$ cat src/rtl/move_scheduler_pkg.sv
// Shared definitions for the sprite movement scheduler.
// Holds the position width, default screen bounds, the sweep FSM encoding,
// the step-unit operating modes and the bit positions of the latched keys.
package move_pkg;

  localparam int POS_W  = 10;
  localparam int CALC_W = POS_W + 1;  // one spare bit so sums never wrap

  localparam int DEF_H_MIN = 20;
  localparam int DEF_H_MAX = 319;
  localparam int DEF_V_MIN = 20;
  localparam int DEF_V_MAX = 239;

  // Bit positions inside the latched key vector {a, d, w, s}
  localparam int KEY_A = 3;
  localparam int KEY_D = 2;
  localparam int KEY_W = 1;
  localparam int KEY_S = 0;

  typedef enum logic [1:0] {
    IDLE  = 2'd0,
    SWEEP = 2'd1,
    DONE  = 2'd2
  } state_t;

  typedef enum logic [1:0] {
    MODE_HOLD      = 2'd0,
    MODE_INC_CLAMP = 2'd1,
    MODE_DEC_CLAMP = 2'd2,
    MODE_INC_WRAP  = 2'd3
  } step_mode_t;

endpackage

$ cat src/rtl/move_scheduler_if.sv
// Bundle between the scheduler and its surroundings (keyboard decoder,
// VGA frame timing, sprite renderer).
//   master: drives frame_tick and key_a/d/w/s, reads positions and status
//   slave : the scheduler itself
//   pos_h_m packs mover i into bits [10i+9:10i]
interface move_scheduler_if
  import move_pkg::*;
#(
  parameter int N_NPC = 4
);
  logic                   frame_tick;
  logic                   key_a;
  logic                   key_d;
  logic                   key_w;
  logic                   key_s;
  logic [POS_W-1:0]       pos_h;
  logic [POS_W-1:0]       pos_v;
  logic [POS_W*N_NPC-1:0] pos_h_m;
  logic                   busy;
  logic                   sweep_done;
  logic                   overrun;

  modport master (
    output frame_tick, key_a, key_d, key_w, key_s,
    input  pos_h, pos_v, pos_h_m, busy, sweep_done, overrun
  );

  modport slave (
    input  frame_tick, key_a, key_d, key_w, key_s,
    output pos_h, pos_v, pos_h_m, busy, sweep_done, overrun
  );
endinterface

$ cat src/rtl/move_scheduler_step.sv
// Shared step/clamp/wrap datapath, purely combinational.
//   pos      : current position
//   mode     : hold / increment-clamp / decrement-clamp / increment-wrap
//   lo, hi   : bounds for the object being updated
//   step     : pixels per frame
//   pos_next : updated position
module move_step_unit
  import move_pkg::*;
(
  input  logic [POS_W-1:0] pos,
  input  step_mode_t       mode,
  input  logic [POS_W-1:0] lo,
  input  logic [POS_W-1:0] hi,
  input  logic [POS_W-1:0] step,
  output logic [POS_W-1:0] pos_next
);

  logic [CALC_W-1:0] pos_w;
  logic [CALC_W-1:0] hi_w;
  logic [CALC_W-1:0] sum_w;
  logic [CALC_W-1:0] lo_plus_w;

  assign pos_w     = {1'b0, pos};
  assign hi_w      = {1'b0, hi};
  assign sum_w     = pos_w + {1'b0, step};
  // Decrement clamp compares against lo+step so the subtraction never underflows
  assign lo_plus_w = {1'b0, lo} + {1'b0, step};

  always_comb begin
    pos_next = pos;
    case (mode)
      MODE_INC_CLAMP: pos_next = (sum_w > hi_w) ? hi : sum_w[POS_W-1:0];
      MODE_DEC_CLAMP: pos_next = (pos_w < lo_plus_w) ? lo : (pos - step);
      MODE_INC_WRAP: begin
        if (pos_w >= hi_w)     pos_next = lo;
        else if (sum_w > hi_w) pos_next = hi;
        else                   pos_next = sum_w[POS_W-1:0];
      end
      default: pos_next = pos;
    endcase
  end

endmodule

$ cat src/rtl/move_scheduler.sv
// Per-frame movement sequencer. On each frame_tick it sweeps the player
// (object 0) and N_NPC horizontal movers (objects 1..N_NPC) through one
// shared step unit, one object per clock.
//   clk, rst : clock, asynchronous active-high reset
//   bus      : move_scheduler_if.slave (tick, keys, positions, status)
//
// state | meaning
// IDLE  | waiting for frame_tick or a pending tick; latches keys on start
// SWEEP | writes object idx, idx 0 = player, idx k = mover k
// DONE  | sweep_done pulse, back to IDLE next cycle
module move_scheduler
  import move_pkg::*;
#(
  parameter int N_NPC     = 4,
  parameter int STEP      = 1,
  parameter int H_MIN     = DEF_H_MIN,
  parameter int H_MAX     = DEF_H_MAX,
  parameter int V_MIN     = DEF_V_MIN,
  parameter int V_MAX     = DEF_V_MAX,
  parameter int P_H_RST   = 20,
  parameter int P_V_RST   = 20,
  parameter int NPC_H_RST = 20
) (
  input logic             clk,
  input logic             rst,
  move_scheduler_if.slave bus
);

  localparam int IDX_W = $clog2(N_NPC + 1);
  localparam logic [IDX_W-1:0] IDX_LAST = IDX_W'(N_NPC);

  localparam logic [POS_W-1:0] STEP_L  = POS_W'(STEP);
  localparam logic [POS_W-1:0] H_MIN_L = POS_W'(H_MIN);
  localparam logic [POS_W-1:0] H_MAX_L = POS_W'(H_MAX);
  localparam logic [POS_W-1:0] V_MIN_L = POS_W'(V_MIN);
  localparam logic [POS_W-1:0] V_MAX_L = POS_W'(V_MAX);

  state_t           state;
  logic [IDX_W-1:0] idx;
  logic [3:0]       keys_q;
  logic             pending;
  logic             overrun_q;
  logic             busy_q;
  logic             done_q;
  logic [POS_W-1:0] pos_h_q;
  logic [POS_W-1:0] pos_v_q;
  logic [POS_W-1:0] npc_q [N_NPC];

  logic [POS_W-1:0] dp_pos;
  logic [POS_W-1:0] dp_lo;
  logic [POS_W-1:0] dp_hi;
  logic [POS_W-1:0] dp_next;
  step_mode_t       dp_mode;

  // Operand mux for the shared datapath: player axis by key priority, else mover idx
  always_comb begin
    dp_pos  = pos_h_q;
    dp_lo   = H_MIN_L;
    dp_hi   = H_MAX_L;
    dp_mode = MODE_HOLD;
    if (idx == '0) begin
      if (keys_q[KEY_A]) begin
        dp_mode = MODE_INC_CLAMP;
      end else if (keys_q[KEY_D]) begin
        dp_mode = MODE_DEC_CLAMP;
      end else if (keys_q[KEY_W]) begin
        dp_pos  = pos_v_q;
        dp_lo   = V_MIN_L;
        dp_hi   = V_MAX_L;
        dp_mode = MODE_INC_CLAMP;
      end else if (keys_q[KEY_S]) begin
        dp_pos  = pos_v_q;
        dp_lo   = V_MIN_L;
        dp_hi   = V_MAX_L;
        dp_mode = MODE_DEC_CLAMP;
      end
    end else begin
      dp_mode = MODE_INC_WRAP;
      for (int i = 0; i < N_NPC; i++) begin
        if (idx == IDX_W'(i + 1)) dp_pos = npc_q[i];
      end
    end
  end

  move_step_unit u_step (
    .pos      (dp_pos),
    .mode     (dp_mode),
    .lo       (dp_lo),
    .hi       (dp_hi),
    .step     (STEP_L),
    .pos_next (dp_next)
  );

  always_ff @(posedge clk or posedge rst) begin
    if (rst) begin
      state     <= IDLE;
      idx       <= '0;
      keys_q    <= '0;
      pending   <= 1'b0;
      overrun_q <= 1'b0;
      busy_q    <= 1'b0;
      done_q    <= 1'b0;
      pos_h_q   <= POS_W'(P_H_RST);
      pos_v_q   <= POS_W'(P_V_RST);
      for (int i = 0; i < N_NPC; i++) npc_q[i] <= POS_W'(NPC_H_RST);
    end else begin
      done_q <= 1'b0;
      case (state)
        IDLE: begin
          if (bus.frame_tick || pending) begin
            keys_q  <= {bus.key_a, bus.key_d, bus.key_w, bus.key_s};
            pending <= 1'b0;
            idx     <= '0;
            busy_q  <= 1'b1;
            state   <= SWEEP;
          end
        end
        SWEEP: begin
          if (idx == '0) begin
            if (keys_q[KEY_A] || keys_q[KEY_D])      pos_h_q <= dp_next;
            else if (keys_q[KEY_W] || keys_q[KEY_S]) pos_v_q <= dp_next;
          end
          for (int i = 0; i < N_NPC; i++) begin
            if (idx == IDX_W'(i + 1)) npc_q[i] <= dp_next;
          end
          if (idx == IDX_LAST) begin
            done_q <= 1'b1;
            state  <= DONE;
          end else begin
            idx <= idx + 1'b1;
          end
        end
        DONE: begin
          busy_q <= 1'b0;
          state  <= IDLE;
        end
        default: state <= IDLE;
      endcase
      // A tick arriving while busy (DONE included) is remembered once; a second one is lost
      if (bus.frame_tick && state != IDLE) begin
        if (pending) overrun_q <= 1'b1;
        else         pending   <= 1'b1;
      end
    end
  end

  assign bus.pos_h      = pos_h_q;
  assign bus.pos_v      = pos_v_q;
  assign bus.busy       = busy_q;
  assign bus.sweep_done = done_q;
  assign bus.overrun    = overrun_q;

  always_comb begin
    bus.pos_h_m = '0;
    for (int i = 0; i < N_NPC; i++) bus.pos_h_m[POS_W*i +: POS_W] = npc_q[i];
  end

endmodule
$ cat src/flat_wrapper.sv
// flat-port wrapper written by rule: the top's interface ports become plain ports
module move_scheduler_flat import move_pkg::*;
#(
  parameter int N_NPC     = 4,
  parameter int STEP      = 1,
  parameter int H_MIN     = DEF_H_MIN,
  parameter int H_MAX     = DEF_H_MAX,
  parameter int V_MIN     = DEF_V_MIN,
  parameter int V_MAX     = DEF_V_MAX,
  parameter int P_H_RST   = 20,
  parameter int P_V_RST   = 20,
  parameter int NPC_H_RST = 20
)
  (clk, rst, bus_frame_tick, bus_key_a, bus_key_d, bus_key_w, bus_key_s, bus_pos_h, bus_pos_v, bus_pos_h_m, bus_busy, bus_sweep_done, bus_overrun);
  move_scheduler_if #(.N_NPC(N_NPC)) bus_i ();
  input logic clk;
  input logic rst;
  input wire logic [$bits(bus_i.frame_tick)-1:0] bus_frame_tick;
  input wire logic [$bits(bus_i.key_a)-1:0] bus_key_a;
  input wire logic [$bits(bus_i.key_d)-1:0] bus_key_d;
  input wire logic [$bits(bus_i.key_w)-1:0] bus_key_w;
  input wire logic [$bits(bus_i.key_s)-1:0] bus_key_s;
  output wire logic [$bits(bus_i.pos_h)-1:0] bus_pos_h;
  output wire logic [$bits(bus_i.pos_v)-1:0] bus_pos_v;
  output wire logic [$bits(bus_i.pos_h_m)-1:0] bus_pos_h_m;
  output wire logic [$bits(bus_i.busy)-1:0] bus_busy;
  output wire logic [$bits(bus_i.sweep_done)-1:0] bus_sweep_done;
  output wire logic [$bits(bus_i.overrun)-1:0] bus_overrun;
  assign bus_i.frame_tick = bus_frame_tick;
  assign bus_i.key_a = bus_key_a;
  assign bus_i.key_d = bus_key_d;
  assign bus_i.key_w = bus_key_w;
  assign bus_i.key_s = bus_key_s;
  assign bus_pos_h = bus_i.pos_h;
  assign bus_pos_v = bus_i.pos_v;
  assign bus_pos_h_m = bus_i.pos_h_m;
  assign bus_busy = bus_i.busy;
  assign bus_sweep_done = bus_i.sweep_done;
  assign bus_overrun = bus_i.overrun;
  move_scheduler #(.N_NPC(N_NPC), .STEP(STEP), .H_MIN(H_MIN), .H_MAX(H_MAX), .V_MIN(V_MIN), .V_MAX(V_MAX), .P_H_RST(P_H_RST), .P_V_RST(P_V_RST), .NPC_H_RST(NPC_H_RST)) u_core (.clk(clk), .rst(rst), .bus(bus_i));
endmodule
$ cat config.mk
export PLATFORM = sky130hd
export DESIGN_NAME = move_scheduler_flat
export DESIGN_NICKNAME = d
export VERILOG_FILES = /design/src/rtl/move_scheduler_pkg.sv /design/src/rtl/move_scheduler_if.sv /design/src/rtl/move_scheduler_step.sv /design/src/rtl/move_scheduler.sv /design/src/flat_wrapper.sv
export SDC_FILE = /design/constraint.sdc
export NUM_CORES = 1
export LEC_CHECK = 0
export CAP_MARGIN = 30
export CORE_ASPECT_RATIO = 1.25
export CORE_UTILIZATION = 50
export DETAILED_ROUTE_END_ITERATION = 6
export PLACE_DENSITY = 0.82
export SETUP_SLACK_MARGIN = 0.05
export SLEW_MARGIN = 0
export SYNTH_ARGS = -nofsm -noshare
export SYNTH_HDL_FRONTEND = slang
export SYNTH_SLANG_ARGS = --single-unit
$ cat constraint.sdc
create_clock -name clk -period 6.6 [get_ports clk]
set_clock_uncertainty 0.05 [all_clocks]
set_input_delay 1.32 -clock clk [delete_from_list [all_inputs] [get_ports clk]]
set_output_delay 1.32 -clock clk [all_outputs]
set_load 0.01 [all_outputs]
==> summary by stage <==
Synth
In this run the cell area of the synthesized design comes to 0.00466 sq mm. After synthesis, the largest family of logic cells by area is compound AO/OA/AOI/OAI gates. dfrtp_1 takes more of the synthesized area than any other cell. The number of warnings reported in the yosys synthesis log is 0.

After synthesis the netlist holds a flip-flop and latch count of 73. Synthesis produced 528 cells. In the synthesized netlist the dominant register cell turns out to be dfrtp_1. After synthesis, the share of flip-flops with an asynchronous set or reset is 100%. After Yosys synthesis, XOR and XNOR cells account for 1.69% of the synthesized area.

Summing the areas of all fa, ha and maj instances in the mapped netlist gives 4.30% of the synthesized area. The post-synthesis compound-gate area fraction is 25.0%. The share of the synthesized area in the top cell type is 32.8%. The net count after synthesis is 551. The share of the Yosys chip area taken by registers is 39.5%.

The share of synthesized cell area in and, or, nand and nor gates is 23.8%. The number of enable-type register cells in the synthesized netlist is 0. Sorting the synthesized cells by area gives the leading types as dfrtp_1 (33%), dfstp_2 (6.8%), nand2_1 (5.4%).

Averaged over all synthesized cells, the footprint is 8.82 sq um. The mux share of post-synthesis cell area is 1.61%. The number of library cell types mapped by synthesis is 84.

CTS
TritonCTS built the clock tree. The number of setup buffers added after CTS is 0. The tree is rooted in a clkbuf_16.

The post-cts gate resize count is 0. The CTS buffer count is 9. After clock tree synthesis, the flow added hold-fix buffers numbering 0. Clock-pin slew was measured on the worst setup and hold paths at 60 ps. The source-to-sink clock delay at the later pin of the worst-skew pair is 340 ps. The buffer depth of the longest clock path is 2.

The clock net sink count is 73. The H-tree level count is 3.

Critical path
Setup slack on the worst reg-to-reg path comes out at 750 ps. On the critical path, the stage with the largest delay is an instance of a211oi_4. The critical path goes through inv_1 > ha_1 > clkinv_1 > or3_1 > nand4_1 > inv_1 > ha_1 > o2111a_1 > xnor2_1 > inv_1 > ha_1 > nor2b_1 > o21ai_0 > a211oi_1 > o2bb2ai_1 > a211oi_4 > or2_1 > o211ai_2 > o21ai_0. STA classifies the critical path endpoint as a register. The worst reg2reg path endpoint is u_core.bus.pos_h_m[38]. The buffer and inverter count on the worst path is 4.

At the worst endpoint, the arrival time is 6030 ps. The maximum fanout encountered on the critical timing path is 12. The kind of cell adding the most delay to the critical path is compound AO/OA/AOI/OAI gates. The worst setup path is launched from a register. In this design, the stage delay of the slowest critical-path cell is 530 ps. The startpoint identified for the worst register-to-register timing path is u_core.idx[2]. The number of cells on the worst reg-to-reg path is 19. STA puts the critical path data required time at 6790 ps. The critical path is of the register to register type.

Drt
For this run, design rule violations remaining after detail routing come to 0. The total routed wirelength is 15.2 mm. The mean number of vias per cell is 6.20. For this run, the detailed router's first-pass iteration total came to 5. The first routing iteration left 406 violations. In the final routed layout, each cell accounts on average for 21.3 microns.

The remaining antenna violation count is 0. The routed layout has 4434 vias.

Finish
The number of antenna diodes in the final layout is 0. Across the whole layout, storage elements account for 0.00184 sq mm. The final instance area is 0.00576 sq mm.

For this run, the share of the core covered by cells in the final layout is 63.5%. The filler cells instantiated in the layout total 787. The post-synthesis to final-layout area growth is 23.6%. The post-route netlist has 11.8% of its cells at a drive strength greater than 1. The final layout contains 610 nets. In the final layout, the multi-input gates occupy 0.00263 sq mm.

Timing
The max-slew violation count is 0. The setup total negative slack is 0 ps. The relative slew slack is 22.6%. The hold violation count in the final report came to 0. Setup repair after global routing left no endpoint under its margin. At the pin with the least slew margin, the transition time is 1160 ps.

The final critical path takes up 88.6% of the cycle. The achievable frequency is 0.171 GHz. Setup violations remaining at the end of the flow were counted as 0. The routed design could run at a clock period as short as 5850 ps.

Placement
The post-place instance area is 0.00542 sq mm. At the end of routability-driven placement, the weighted congestion stood at 0.965. The detailed placer's ending HPWL is 11.2 mm.

Input and output buffers added on the ports amount to 69.

Floorplanning
The floorplan step defined a die boundary enclosing 0.00971 sq mm. The die is 110 microns tall. The I/O pin count is 70. The number of standard-cell rows in the floorplan is 39. The total area inside the core boundary comes to 0.00908 sq mm.

The initial utilization of the core area, before any placement, comes to 51.3%. The floorplan step set the die width to 88.3 microns.

Min path
The path class of the lowest-slack min-delay path is register to register. The worst hold path terminates at u_core.bus.overrun. The worst min-delay path startpoint is u_core.bus.overrun. Along the worst hold path, the cell count comes to 1.

Global routing
The number of global-route vias before repair is 4410. The global-route wire length before repair is 23.5 mm. Summed over all layers, the global routing overflow is 0. The initial antenna violation count is 0.

For this run, the total global-route usage over all layers was measured as 33.1%. The maximum number of pins on one net before global-route repair is 74.

Flow run
The number of max-cap violations is 0.

Outcome
The run finished with clean final reports.
[cells in the mapped netlist (all sizes together) (5+ instances only)]
cell type,number
o31ai,10
or2,6
buf,12
dfrtp,61
nand2,67
ha,16
nor3,13
nand2b,10
nor2,50
a21oi,26
o211ai,6
xnor2,8
or3,15
a211oi,7
dfstp,12
o21bai,5
and2,6
nor2b,7
o22ai,5
o2111a,5
clkbuf,14
o21ai,56
a21o,5
inv,16
a31oi,13
nand3,13
[logic make-up after synthesis]
kind of cell,Yosys count
mux,7
fa+ha+maj,16
simple gates,216
flops,73
compound gates,164
xor+xnor,9
buf+inv,43
[state kept, by name, indices dropped and copies added (netlist names)]
register / flops
u_core.bus.busy: 1
u_core.pending: 1
u_core.bus.pos_h_m: 40
u_core.bus.pos_h: 10
u_core.bus.pos_v: 10
u_core.idx: 3
u_core.bus.sweep_done: 1
u_core.bus.overrun: 1
u_core.state: 2
u_core.keys_q: 4
[routing by layer]
layer	track usage [%]	wire, microns	vias to the layer above
li1	-	-	2031
met2	54.7	7600	202
met3	3.90	785	58
met5	0	0	-
met4	19.7	759	0
met1	41.4	6090	2143
[per-stage QoR]
stage                     hold slack [ps]  cells  setup slack [ps]
final                                 444    715               755
after global routing                  459    715               363
after CTS                             443    715               861
after detailed placement              426    699               907
after global placement                413    698               964
after floorplan                       434    528              1850
[layout by cell type (no fill, tap or decap), types with 3 or more instances in the layout]
| cell | Yosys | layout |
|---|---|---|
| and2_1 | 6 | 6 |
| o21ai_0 | 46 | 46 |
| or2_2 | 3 | 3 |
| nand4_1 | 4 | 4 |
| o2bb2ai_1 | 3 | 3 |
| o22ai_1 | 5 | 5 |
| o211ai_1 | 3 | 3 |
| or3_1 | 15 | 15 |
| nand3_1 | 12 | 12 |
| nor2b_1 | 7 | 7 |
| clkdlybuf4s50_1 | 0 | 69 |
| o21ai_1 | 9 | 9 |
| o211ai_2 | 3 | 3 |
| a21oi_1 | 20 | 20 |
| ha_1 | 16 | 16 |
| nand3b_1 | 4 | 4 |
| bufinv_16 | 0 | 3 |
| inv_1 | 15 | 14 |
| a21oi_2 | 6 | 6 |
| o31ai_1 | 10 | 10 |
| or2_1 | 3 | 3 |
| nor2_1 | 47 | 47 |
| a21o_1 | 5 | 5 |
| dfrtp_1 | 61 | 61 |
| mux2_2 | 4 | 4 |
| and3_1 | 4 | 4 |
| o2111a_1 | 4 | 4 |
| a211oi_1 | 5 | 5 |
| o21bai_1 | 4 | 4 |
| mux2i_1 | 3 | 3 |
| nand2b_1 | 10 | 10 |
| clkbuf_16 | 0 | 9 |
| xnor2_1 | 8 | 8 |
| dfstp_2 | 12 | 12 |
| nor3b_1 | 4 | 4 |
| nand2_1 | 67 | 67 |
| nor3_1 | 12 | 12 |
| a31oi_1 | 12 | 12 |
| buf_4 | 3 | 5 |
[worst register-to-register path, stage by stage (launching register included)]
cell	delay (ps)
dfrtp_1	380
inv_1	220
ha_1	490
clkinv_1	420
or3_1	460
nand4_1	260
inv_1	190
ha_1	320
o2111a_1	220
xnor2_1	230
inv_1	80
ha_1	320
nor2b_1	120
o21ai_0	130
a211oi_1	370
o2bb2ai_1	200
a211oi_4	530
or2_1	280
o211ai_2	200
o21ai_0	250
[how the worst max path moves through the flow]
stage | startpoint | endpoint | slack (ps) | cells after the start
floorplan | u_core.idx[2] | u_core.bus.pos_h_m[31] | 1850 | 20
detailed placement | u_core.idx[2] | u_core.bus.pos_h_m[38] | 910 | 19
global route | u_core.idx[2] | u_core.bus.pos_h_m[38] | 360 | 19
global placement | u_core.idx[2] | u_core.bus.pos_h_m[38] | 960 | 19
finish | u_core.idx[2] | u_core.bus.pos_h_m[38] | 750 | 19
CTS | u_core.idx[2] | u_core.bus.pos_h_m[38] | 860 | 19
[cell type report]
class | count | share of cell area (%)
Timing Repair Buffer | 74 | 12.6
Tap cell | 123 | 2.67
Inverter | 17 | 1.11
Sequential cell | 73 | 32.0
Multi-Input combinational cell | 412 | 45.6
Clock buffer | 10 | 3.98
Clock inverter | 6 | 2.00
Power is not shown: default switching activity piles up to over one toggle a cycle in this logic, so the estimate is an artifact.
